`config.mk`:
```
export PLATFORM = sky130hd
export DESIGN_NAME = second_chance_ctrl_flat
export DESIGN_NICKNAME = d
export VERILOG_FILES = /design/src/rtl/second_chance_ctrl_if.sv /design/src/rtl/second_chance_ctrl.sv /design/src/flat_wrapper.sv
export SDC_FILE = /design/constraint.sdc
export NUM_CORES = 1
export LEC_CHECK = 0
export CAP_MARGIN = 10
export CORE_UTILIZATION = 39
export DETAILED_ROUTE_END_ITERATION = 8
export GPL_TIMING_DRIVEN = 0
export PLACE_DENSITY_LB_ADDON = 0.15
export SLEW_MARGIN = 10
export SYNTH_ARGS = -nofsm -noshare
export SYNTH_HDL_FRONTEND = slang
export SYNTH_SLANG_ARGS = --single-unit
```
`constraint.sdc`:
```
create_clock -name clk -period 1.8 [get_ports clk]
set_clock_uncertainty 0.1 [all_clocks]
set_input_delay 0.27 -clock clk [delete_from_list [all_inputs] [get_ports clk]]
set_output_delay 0.27 -clock clk [all_outputs]
set_load 0.02 [all_outputs]
```
`src/rtl/second_chance_ctrl_if.sv`:
```
// second_chance_ctrl_if
//   Request/response handshake plus the cell-array bus of the second-chance
//   replacement controller, bundled as one interface.
//   slave  : the controller side (takes requests and cell flags, drives the
//            response and the cell strobes).
//   master : the requester/cell-array side (the mirror image).
//   Signals: req_valid_i/req_op_i/req_key_i/req_ready_o     request handshake
//            resp_valid_o/resp_hit_o/resp_idx_o/resp_evict_o response strobe
//            cell_empty_i/cell_hit_i                        per-cell flags
//            cell_cs_o/cell_we_o/cell_del_o                 cell strobes
//            key_write_o/key_read_o                         key to the cells
interface second_chance_ctrl_if #(
  parameter int KEY_WIDTH = 32,
  parameter int NUM_CELLS = 4
);
  localparam int IDX_W = $clog2(NUM_CELLS);

  logic                 req_valid_i;
  logic [1:0]           req_op_i;
  logic [KEY_WIDTH-1:0] req_key_i;
  logic                 req_ready_o;

  logic                 resp_valid_o;
  logic                 resp_hit_o;
  logic [IDX_W-1:0]     resp_idx_o;
  logic                 resp_evict_o;

  logic [NUM_CELLS-1:0] cell_empty_i;
  logic [NUM_CELLS-1:0] cell_hit_i;
  logic [NUM_CELLS-1:0] cell_cs_o;
  logic                 cell_we_o;
  logic                 cell_del_o;
  logic [KEY_WIDTH-1:0] key_write_o;
  logic [KEY_WIDTH-1:0] key_read_o;

  modport slave (
    input  req_valid_i, req_op_i, req_key_i, cell_empty_i, cell_hit_i,
    output req_ready_o, resp_valid_o, resp_hit_o, resp_idx_o, resp_evict_o,
           cell_cs_o, cell_we_o, cell_del_o, key_write_o, key_read_o
  );

  modport master (
    output req_valid_i, req_op_i, req_key_i, cell_empty_i, cell_hit_i,
    input  req_ready_o, resp_valid_o, resp_hit_o, resp_idx_o, resp_evict_o,
           cell_cs_o, cell_we_o, cell_del_o, key_write_o, key_read_o
  );
endinterface

```
`src/rtl/second_chance_ctrl.sv`:
```
// second_chance_ctrl
//   Lookup/insert/delete controller for a small fully associative key table
//   using second-chance (clock) replacement. The cells themselves live
//   outside; this block compares through cell_hit_i/cell_empty_i and writes
//   or deletes a cell with a one-cycle select/strobe.
//   Ports: clk    rising-edge clock
//          reset  asynchronous active-low reset
//          bus    second_chance_ctrl_if.slave (request, response, cell bus)
//          stat_hit_o/stat_evict_o  saturating hit/eviction counters,
//                                   present only when SC_STATS_EN is defined
//   Optional feature macro: SC_STATS_EN
module second_chance_ctrl #(
  parameter int KEY_WIDTH = 32,
  parameter int NUM_CELLS = 4
) (
  input  logic clk,
  input  logic reset,
  second_chance_ctrl_if.slave bus
`ifdef SC_STATS_EN
  ,
  output logic [31:0] stat_hit_o,
  output logic [31:0] stat_evict_o
`endif
);
  localparam int IW = $clog2(NUM_CELLS);
  localparam logic [1:0] OP_INS = 2'b01;
  localparam logic [1:0] OP_DEL = 2'b10;

  typedef enum logic [2:0] {IDLE, LOOKUP, SCAN, WRITE, DELETE, RESP} state_t;

  state_t               state;
  logic [1:0]           op_q;
  logic [KEY_WIDTH-1:0] key_q;
  logic [NUM_CELLS-1:0] ref_q;
  logic [IW-1:0]        hand, target;
  logic                 from_scan;
  logic [IW:0]          scan_cnt;

  logic          hit_any, emp_any;
  logic [IW-1:0] hit_idx, emp_idx;

  assign bus.key_read_o  = key_q;
  assign bus.key_write_o = key_q;

  // Lowest-index match / empty cell (scan downward so the lowest wins).
  always_comb begin
    hit_any = 1'b0;
    hit_idx = '0;
    emp_any = 1'b0;
    emp_idx = '0;
    for (int i = NUM_CELLS - 1; i >= 0; i--) begin
      if (bus.cell_hit_i[i]) begin
        hit_any = 1'b1;
        hit_idx = IW'(i);
      end
      if (bus.cell_empty_i[i]) begin
        emp_any = 1'b1;
        emp_idx = IW'(i);
      end
    end
  end

  function automatic logic [NUM_CELLS-1:0] onehot(input logic [IW-1:0] i);
    onehot    = '0;
    onehot[i] = 1'b1;
  endfunction

  // Every output is registered: the strobes for WRITE/DELETE and the
  // response strobe are loaded on the edge that enters that state, so they
  // are high for exactly the one cycle spent there.
  always_ff @(posedge clk or negedge reset) begin
    if (!reset) begin
      state            <= IDLE;
      op_q             <= '0;
      key_q            <= '0;
      ref_q            <= '0;
      hand             <= '0;
      target           <= '0;
      from_scan        <= 1'b0;
      scan_cnt         <= '0;
      bus.req_ready_o  <= 1'b1;
      bus.resp_valid_o <= 1'b0;
      bus.resp_hit_o   <= 1'b0;
      bus.resp_idx_o   <= '0;
      bus.resp_evict_o <= 1'b0;
      bus.cell_cs_o    <= '0;
      bus.cell_we_o    <= 1'b0;
      bus.cell_del_o   <= 1'b0;
    end else begin
      bus.resp_valid_o <= 1'b0;
      bus.cell_cs_o    <= '0;
      bus.cell_we_o    <= 1'b0;
      bus.cell_del_o   <= 1'b0;
      case (state)
        IDLE: if (bus.req_valid_i && bus.req_ready_o) begin
          op_q            <= bus.req_op_i;
          key_q           <= bus.req_key_i;
          bus.req_ready_o <= 1'b0;
          state           <= LOOKUP;
        end
        LOOKUP: begin
          bus.resp_hit_o   <= hit_any;
          bus.resp_idx_o   <= hit_any ? hit_idx : '0;
          bus.resp_evict_o <= 1'b0;
          from_scan        <= 1'b0;
          scan_cnt         <= '0;
          if (op_q == OP_DEL) begin
            if (hit_any) begin
              target         <= hit_idx;
              bus.cell_cs_o  <= onehot(hit_idx);
              bus.cell_del_o <= 1'b1;
              state          <= DELETE;
            end else begin
              bus.resp_valid_o <= 1'b1;
              state            <= RESP;
            end
          end else if (op_q == OP_INS && !hit_any) begin
            if (emp_any) begin
              target        <= emp_idx;
              bus.cell_cs_o <= onehot(emp_idx);
              bus.cell_we_o <= 1'b1;
              state         <= WRITE;
            end else begin
              state <= SCAN;
            end
          end else begin
            // Lookup (and reserved op) or insert hit: give the cell a second chance.
            if (hit_any) ref_q[hit_idx] <= 1'b1;
            bus.resp_valid_o <= 1'b1;
            state            <= RESP;
          end
        end
        SCAN: begin
          // scan_cnt guards the N+1 cycle bound even if ref bits misbehave.
          if (ref_q[hand] && scan_cnt < (IW+1)'(NUM_CELLS)) begin
            ref_q[hand] <= 1'b0;
            hand        <= hand + IW'(1);
            scan_cnt    <= scan_cnt + (IW+1)'(1);
          end else begin
            target        <= hand;
            from_scan     <= 1'b1;
            bus.cell_cs_o <= onehot(hand);
            bus.cell_we_o <= 1'b1;
            state         <= WRITE;
          end
        end
        WRITE: begin
          ref_q[target] <= 1'b0;
          if (from_scan) hand <= target + IW'(1);
          bus.resp_hit_o   <= 1'b0;
          bus.resp_idx_o   <= target;
          bus.resp_evict_o <= from_scan;
          bus.resp_valid_o <= 1'b1;
          state            <= RESP;
        end
        DELETE: begin
          ref_q[target]    <= 1'b0;
          bus.resp_valid_o <= 1'b1;
          state            <= RESP;
        end
        RESP: begin
          bus.req_ready_o <= 1'b1;
          state           <= IDLE;
        end
        default: begin
          bus.req_ready_o <= 1'b1;
          state           <= IDLE;
        end
      endcase
    end
  end

`ifdef SC_STATS_EN
  // Counted in the RESP cycle, where hit/evict are stable and valid.
  always_ff @(posedge clk or negedge reset) begin
    if (!reset) begin
      stat_hit_o   <= '0;
      stat_evict_o <= '0;
    end else if (state == RESP) begin
      if (bus.resp_hit_o && stat_hit_o != '1)     stat_hit_o   <= stat_hit_o + 32'd1;
      if (bus.resp_evict_o && stat_evict_o != '1) stat_evict_o <= stat_evict_o + 32'd1;
    end
  end
`endif
endmodule

```
`src/flat_wrapper.sv`:
```
// flat-port wrapper written by rule: the top's interface ports become plain ports
module second_chance_ctrl_flat 
#(
  parameter int KEY_WIDTH = 32,
  parameter int NUM_CELLS = 4
)
  (clk, reset, bus_req_valid_i, bus_req_op_i, bus_req_key_i, bus_cell_empty_i, bus_cell_hit_i, bus_req_ready_o, bus_resp_valid_o, bus_resp_hit_o, bus_resp_idx_o, bus_resp_evict_o, bus_cell_cs_o, bus_cell_we_o, bus_cell_del_o, bus_key_write_o, bus_key_read_o);
  second_chance_ctrl_if #(.KEY_WIDTH(KEY_WIDTH), .NUM_CELLS(NUM_CELLS)) bus_i ();
  input  logic clk;
  input  logic reset;
  input wire logic [$bits(bus_i.req_valid_i)-1:0] bus_req_valid_i;
  input wire logic [$bits(bus_i.req_op_i)-1:0] bus_req_op_i;
  input wire logic [$bits(bus_i.req_key_i)-1:0] bus_req_key_i;
  input wire logic [$bits(bus_i.cell_empty_i)-1:0] bus_cell_empty_i;
  input wire logic [$bits(bus_i.cell_hit_i)-1:0] bus_cell_hit_i;
  output wire logic [$bits(bus_i.req_ready_o)-1:0] bus_req_ready_o;
  output wire logic [$bits(bus_i.resp_valid_o)-1:0] bus_resp_valid_o;
  output wire logic [$bits(bus_i.resp_hit_o)-1:0] bus_resp_hit_o;
  output wire logic [$bits(bus_i.resp_idx_o)-1:0] bus_resp_idx_o;
  output wire logic [$bits(bus_i.resp_evict_o)-1:0] bus_resp_evict_o;
  output wire logic [$bits(bus_i.cell_cs_o)-1:0] bus_cell_cs_o;
  output wire logic [$bits(bus_i.cell_we_o)-1:0] bus_cell_we_o;
  output wire logic [$bits(bus_i.cell_del_o)-1:0] bus_cell_del_o;
  output wire logic [$bits(bus_i.key_write_o)-1:0] bus_key_write_o;
  output wire logic [$bits(bus_i.key_read_o)-1:0] bus_key_read_o;
  assign bus_i.req_valid_i = bus_req_valid_i;
  assign bus_i.req_op_i = bus_req_op_i;
  assign bus_i.req_key_i = bus_req_key_i;
  assign bus_i.cell_empty_i = bus_cell_empty_i;
  assign bus_i.cell_hit_i = bus_cell_hit_i;
  assign bus_req_ready_o = bus_i.req_ready_o;
  assign bus_resp_valid_o = bus_i.resp_valid_o;
  assign bus_resp_hit_o = bus_i.resp_hit_o;
  assign bus_resp_idx_o = bus_i.resp_idx_o;
  assign bus_resp_evict_o = bus_i.resp_evict_o;
  assign bus_cell_cs_o = bus_i.cell_cs_o;
  assign bus_cell_we_o = bus_i.cell_we_o;
  assign bus_cell_del_o = bus_i.cell_del_o;
  assign bus_key_write_o = bus_i.key_write_o;
  assign bus_key_read_o = bus_i.key_read_o;
  second_chance_ctrl #(.KEY_WIDTH(KEY_WIDTH), .NUM_CELLS(NUM_CELLS)) u_core (.clk(clk), .reset(reset), .bus(bus_i));
endmodule
```
==> flow_summary.toml, run 1 <==
[power]
p_leak_uw = 0.00230
peakVddDrop_mv = 0.650
power.density_mw_per_mm2 = 1740

[worst_setup_path]
endpoint_kind = "flip-flop"
reg2reg_slack_ps = -110
reg2reg_depth = 7
worstPathArrival_ps = 2040
startpoint = "u_core.hand[1]$_DFFE_PN0P_"
start_kind = "flip-flop"
timing.rr.end = "u_core.target[0]$_DFFE_PN0P_"
crit_fanout = 7
crit_required_ps = 1930
r2r-start = "u_core.hand[1]$_DFFE_PN0P_"
critPathKind = "reg -> reg"

[finish]
nFillCells = 587
fin_util = 0.657
finalNetCount = 463
drive_gt1_frac = 0.289
antenna_cells = 0
area_growth_pct = 61.5
seq_area_mm2 = 0.00153
multi_input_area_mm2 = 0.00119

[routing]
drc = 0
dr.pass1.iters = 5
detail_route.wl_per_cell_um = 13.9
drtIter0Drc = 99
drtAntennaViolNets = 0
vias = 2555
wl_mm = 7.26
post_drt_via_cell_ratio = 4.90

[placed_design]
place.port_buffers = 120
dp_hpwl_mm = 5.07
dpl_worst_slack_ps = -524
gp_congestion = 0.906

[worst_hold_path]
hp-start = "u_core.bus.resp_evict_o$_DFFE_PN0P_"
hp-class = "reg -> reg"
holdPathStages = 2
whs_endpoint = "u_core.bus.resp_evict_o$_DFFE_PN0P_"

[sta]
slew_headroom = 0.498
worstMarginPinSlew_ps = 754
drv_slew = 0
fin_ws_ps = -114
fmaxAchievable_mhz = 522
holdWs_ps = 377
rsz0062_at_grt = "yes"
timing.final.crit_share = 1.06
fin_tns_setup_ps = -454
period_needed_ps = 1910
finalHoldViolCount = 0
finalSetupViolCount = 8

[outcome]
status = "complete, but fails checks"
violations = "setup timing"

[clock_network]
cts_tree = "done"
cts_buffers = 9
cts_max_path_buffers = 2
clk_latency_ps = 340
cts-root-buf = "clkbuf_8"
htree_levels = 3
cts_sinks = 61
clk_pin_slew_ps = 70

[grt]
top_usage_layer = "met2"
grt_start_max_net_pins = 62
antenna_found_initial = 0
overflow = 0
grt_first_pass_wirelength_mm = 11.0
first_global_vias = 2232
grt_usage = 0.187
grtUsageMet2 = 0.286
use_met1 = 0.242
met3_usage = 0.0508

[die]
io_pins = 121
die_y_um = 89.5
dieArea_mm2 = 0.00801
die_w_um = 89.5
core_mm2 = 0.00733
rows = 31
floorplan.initialDensity = 0.407

[logic_synthesis]
synthFlopType = "dfrtp_1"
synth_edf_count = 0
async_flop_share = 1.00
yosysSeqAreaShare = 0.512
ys_types = 43
yosysWarnings = 0
syn_area_per_cell_um2 = 10.9
synthesis.area_mm2 = 0.00298
synthCells = 275
synth-seq-cells = 61
synth_nets = 321

[run]
maxCapViolCount = 0
## kinds of logic after synthesis
group / Yosys count / share of synthesized area
buffers and inverters: 53 / 0.113
DFF: 61 / 0.512
muxes: 38 / 0.142
and+or+nand+nor: 74 / 0.122
AOI/OAI and AO/OA: 47 / 0.104
xor gates and xnor gates: 1 / 0.00294
adders and majority gates: 1 / 0.00419
## metal layers
layer	part of all wire	wire length, um
met1	0.43	3140
met2	0.47	3400
met3	0.076	551
met4	0.024	171
met5	0	0
## worst max path at each step
stage	end	slack, ps	cells past startpoint
6_report	u_core.target[0]$_DFFE_PN0P_	-110	7
5_1_grt	u_core.target[0]$_DFFE_PN0P_	-160	7
3_3_place_gp	u_core.bus.cell_cs_o[2]$_DFF_PN0_	-1620	1
4_1_cts	u_core.target[0]$_DFFE_PN0P_	-100	7
3_5_place_dp	u_core.target[1]$_DFFE_PN0P_	-520	7
2_1_floorplan	u_core.bus.key_read_o[0]$_DFFE_PN0P_	-10	6
## synthesized netlist by cell type, types with 2 or more instances
| library cell | number | area, um2 |
|---|---|---|
| dfrtp_1 | 60 | 1500 |
| mux2_2 | 34 | 383 |
| buf_4 | 33 | 248 |
| nand2_1 | 22 | 82.6 |
| o21ai_0 | 16 | 80.1 |
| nor2_1 | 15 | 56.3 |
| nand3_1 | 10 | 50.1 |
| nor3_1 | 8 | 40.0 |
| inv_1 | 7 | 26.3 |
| buf_2 | 6 | 30.0 |
| clkbuf_1 | 6 | 22.5 |
| nand2b_1 | 5 | 31.3 |
| nor2b_1 | 5 | 31.3 |
| a21oi_1 | 4 | 20.0 |
| mux2i_1 | 4 | 40.0 |
| o211ai_1 | 4 | 30.0 |
| a31oi_1 | 3 | 18.8 |
| a211oi_1 | 2 | 15.0 |
| a21boi_0 | 2 | 15.0 |
| a32oi_1 | 2 | 17.5 |
| nand3b_1 | 2 | 15.0 |
| o21a_1 | 2 | 15.0 |
| o22ai_1 | 2 | 12.5 |
| o32ai_1 | 2 | 17.5 |
## worst max-delay path: stages (launching register included)
cell	delay (ps)
dfrtp_1	370
buf_6	130
mux2i_2	180
nor3_1	80
or4_1	530
buf_6	160
a32oi_1	170
nand3_1	80
## placed cells by master (no fill, tap or decap), drive strengths merged, types with 10 or more instances in the layout
| master | instances |
|---|---|
| buf | 53 |
| clkbuf | 16 |
| clkdlybuf4s50 | 86 |
| dfrtp | 60 |
| dlymetal6s2s | 24 |
| mux2 | 34 |
| nand2 | 22 |
| nand3 | 10 |
| nor2 | 16 |
| o21ai | 16 |
## power by group
part / internal [uW] / switching, uW
Clock: 957 / 527
Sequential: 1940 / 424
Combinational: 2430 / 2100
Total: 5330 / 3050
## sequential cells by signal, indices dropped and copies added (netlist names)
name / flops
u_core.bus.cell_cs_o: 4
u_core.bus.cell_del_o: 1
u_core.bus.cell_we_o: 1
u_core.bus.key_read_o: 32
u_core.bus.req_ready_o: 1
u_core.bus.resp_evict_o: 1
u_core.bus.resp_hit_o: 1
u_core.bus.resp_idx_o: 2
u_core.bus.resp_valid_o: 1
u_core.from_scan: 1
u_core.hand: 2
u_core.op_q: 2
u_core.ref_q: 4
u_core.scan_cnt: 3
u_core.state: 3
u_core.target: 2
## metrics by stage
step / instance area [um2] / total power, uW / instances
global route: 4820 / 8930 / 521
global placement: 4310 / 6830 / 494
floorplan: 2980 / 4900 / 275
detailed placement: 4310 / 6900 / 494
finish: 4820 / 8380 / 521
CTS: 4740 / 8470 / 521
## final cells by class
class	instances	area share
Tap cell	99	0.0257
Timing Repair Buffer	133	0.282
Inverter	7	0.00545
Buffer	44	0.0714
Sequential cell	61	0.318
Clock buffer	12	0.0301
Clock inverter	4	0.0197
Multi-Input combinational cell	161	0.247
## timing repair
action / 4_1_cts / 5_1_grt
gates cloned: 2 / 0
pin swaps: 5 / 4
setup endpoints to repair: 59 / 72
resized for setup: 34 / 31
hold endpoints to repair: 60 / 0
hold buffers: 1 / 0
setup buffers: 10 / 0
(Power assumes the default switching activity.)
==> run 2, diff against run 1 <==
--- a/config.mk
+++ b/config.mk
@@ -6,6 +6,7 @@
 export NUM_CORES = 1
 export LEC_CHECK = 0
 export CAP_MARGIN = 10
+export CORE_ASPECT_RATIO = 0.5
 export CORE_UTILIZATION = 39
 export DETAILED_ROUTE_END_ITERATION = 8
 export GPL_TIMING_DRIVEN = 0
==> run 2 against run 1 <==
The flow still finishes with violations (setup timing); global-route usage rose by 1.6 points; non-clock buffer count rose by 8; fmax fell by 1.4%; total power rose by 6.6%; worst hold slack got worse by 4.0 ps; highest routed layer unchanged.
==> flow_summary.toml, run 2 (synthesis results as in run 1) <==
[outcome]
status = "complete, but fails checks"
violations = "setup timing"

[clock_network]
clk_pin_slew_ps = 50
clk_latency_ps = 320
htree_levels = 3
cts_max_path_buffers = 2
cts_buffers = 9
cts_sinks = 61
cts-root-buf = "clkbuf_16"
cts_tree = "done"

[routing]
drtIter0Drc = 131
vias = 2675
drtAntennaViolNets = 0
drc = 0
dr.pass1.iters = 4
post_drt_via_cell_ratio = 5.09
detail_route.wl_per_cell_um = 15.2
wl_mm = 7.97

[die]
floorplan.initialDensity = 0.405
core_mm2 = 0.00738
dieArea_mm2 = 0.00803
rows = 22
io_pins = 121
die_y_um = 63.9
die_w_um = 126

[worst_hold_path]
hp-start = "u_core.bus.resp_idx_o[0]$_DFFE_PN0P_"
holdPathStages = 2
whs_endpoint = "u_core.bus.resp_idx_o[0]$_DFFE_PN0P_"
hp-class = "reg -> reg"

[finish]
area_growth_pct = 65.9
antenna_cells = 0
finalNetCount = 471
layout_commonest_cell = "clkdlybuf4s50_1"
drive_gt1_frac = 0.309
largest_reg_flops = 32
nFillCells = 551
layout_common_cells = "95 x clkdlybuf4s50_1, 57 x dfrtp_1, 53 x buf_4"

[worst_setup_path]
r2r-start = "u_core.hand[1]$_DFFE_PN0P_"
critPathKind = "reg -> reg"
endpoint_kind = "flip-flop"
worstPathArrival_ps = 2030
reg2reg_depth = 6
start_kind = "flip-flop"
reg2reg_slack_ps = -140
crit_required_ps = 1890
timing.rr.end = "u_core.target[0]$_DFFE_PN0P_"
crit_fanout = 8

[sta]
fin_tns_setup_ps = -271
fmaxAchievable_mhz = 515
worstMarginPinSlew_ps = 761
period_needed_ps = 1940
slew_headroom = 0.492
finalSetupViolCount = 4
drv_slew = 0
rsz0062_at_grt = "yes"
holdWs_ps = 373
finalHoldViolCount = 0
fin_ws_ps = -140
timing.final.crit_share = 1.08

[placed_design]
dp_hpwl_mm = 5.34
place.port_buffers = 120
dpl_worst_slack_ps = -500
gp_congestion = 0.877

[grt]
antenna_found_initial = 0
overflow = 0
grt_first_pass_wirelength_mm = 12.6
grt_start_max_net_pins = 62
first_global_vias = 2600
grt_usage = 0.203

[power]
peakVddDrop_mv = 0.637
p_leak_uw = 0.00232
power.density_mw_per_mm2 = 1810

[run]
maxCapViolCount = 0
-- run 2: worst max-delay path, stage by stage, from the launching register on --
cell     delay [ps]
dfrtp_2         430
mux2i_2         240
nor3_2           80
or4_1           490
buf_6           160
a32oi_1         200
nand3_1         100
-- run 2: worst max-delay path by stage --
stage | start | end | slack (ps) | cells after the start
floorplan | u_core.state[0]$_DFFE_PN0P_ | u_core.bus.key_read_o[0]$_DFFE_PN0P_ | -10 | 6
global placement | reset | u_core.scan_cnt[1]$_DFFE_PN0P_ | -1540 | 1
detailed placement | bus_cell_hit_i[2] | u_core.target[1]$_DFFE_PN0P_ | -500 | 7
CTS | u_core.hand[1]$_DFFE_PN0P_ | u_core.target[0]$_DFFE_PN0P_ | -70 | 7
global route | u_core.hand[1]$_DFFE_PN0P_ | u_core.target[0]$_DFFE_PN0P_ | -160 | 6
finish | u_core.hand[1]$_DFFE_PN0P_ | u_core.target[0]$_DFFE_PN0P_ | -140 | 6
-- run 2: per-layer routing --
layer,vias up,wire length (um),track usage,part of all wire
met2,119,4060,0.358,0.51
met5,-,0,0,0
met1,1298,3190,0.236,0.40
li1,1238,-,-,-
met3,20,556,0.0561,0.070
met4,0,170,0.0869,0.021
-- run 2: final cells by class --
class / count / area, um2 / area share
buffer: 43 / 332 / 0.0670
clock buffer: 11 / 233 / 0.0470
clock inverter: 5 / 75.1 / 0.0152
inverter: 7 / 26.3 / 0.00531
multi-input combinational: 161 / 1200 / 0.243
sequential: 61 / 1530 / 0.309
tap: 96 / 120 / 0.0243
timing repair buffer: 142 / 1430 / 0.289
-- run 2: power breakdown --
part	switching, uW	internal (uW)
Sequential	433	1940
Clock	581	1200
Combinational	2210	2570
-- run 2: per-stage QoR --
stage          std cells  power (uW)  utilization  cell area, um2
2_1_floorplan        275        4900            -            2980
3_3_place_gp         491        6820        0.584            4310
3_5_place_dp         491        6930        0.583            4300
4_1_cts              521        8910        0.651            4800
5_1_grt              526        9390        0.671            4950
6_report             526        8940        0.671            4950
-- run 2: timing repair --
action | in CTS | in global routing
hold endpoints to repair | 60 | 0
gates resized for setup | 26 | 39
buffers inserted | 12 | 6
pin swaps | 6 | 4
endpoints found under the setup margin | 51 | 70
gates cloned | 3 | 0
hold buffers | 1 | 0
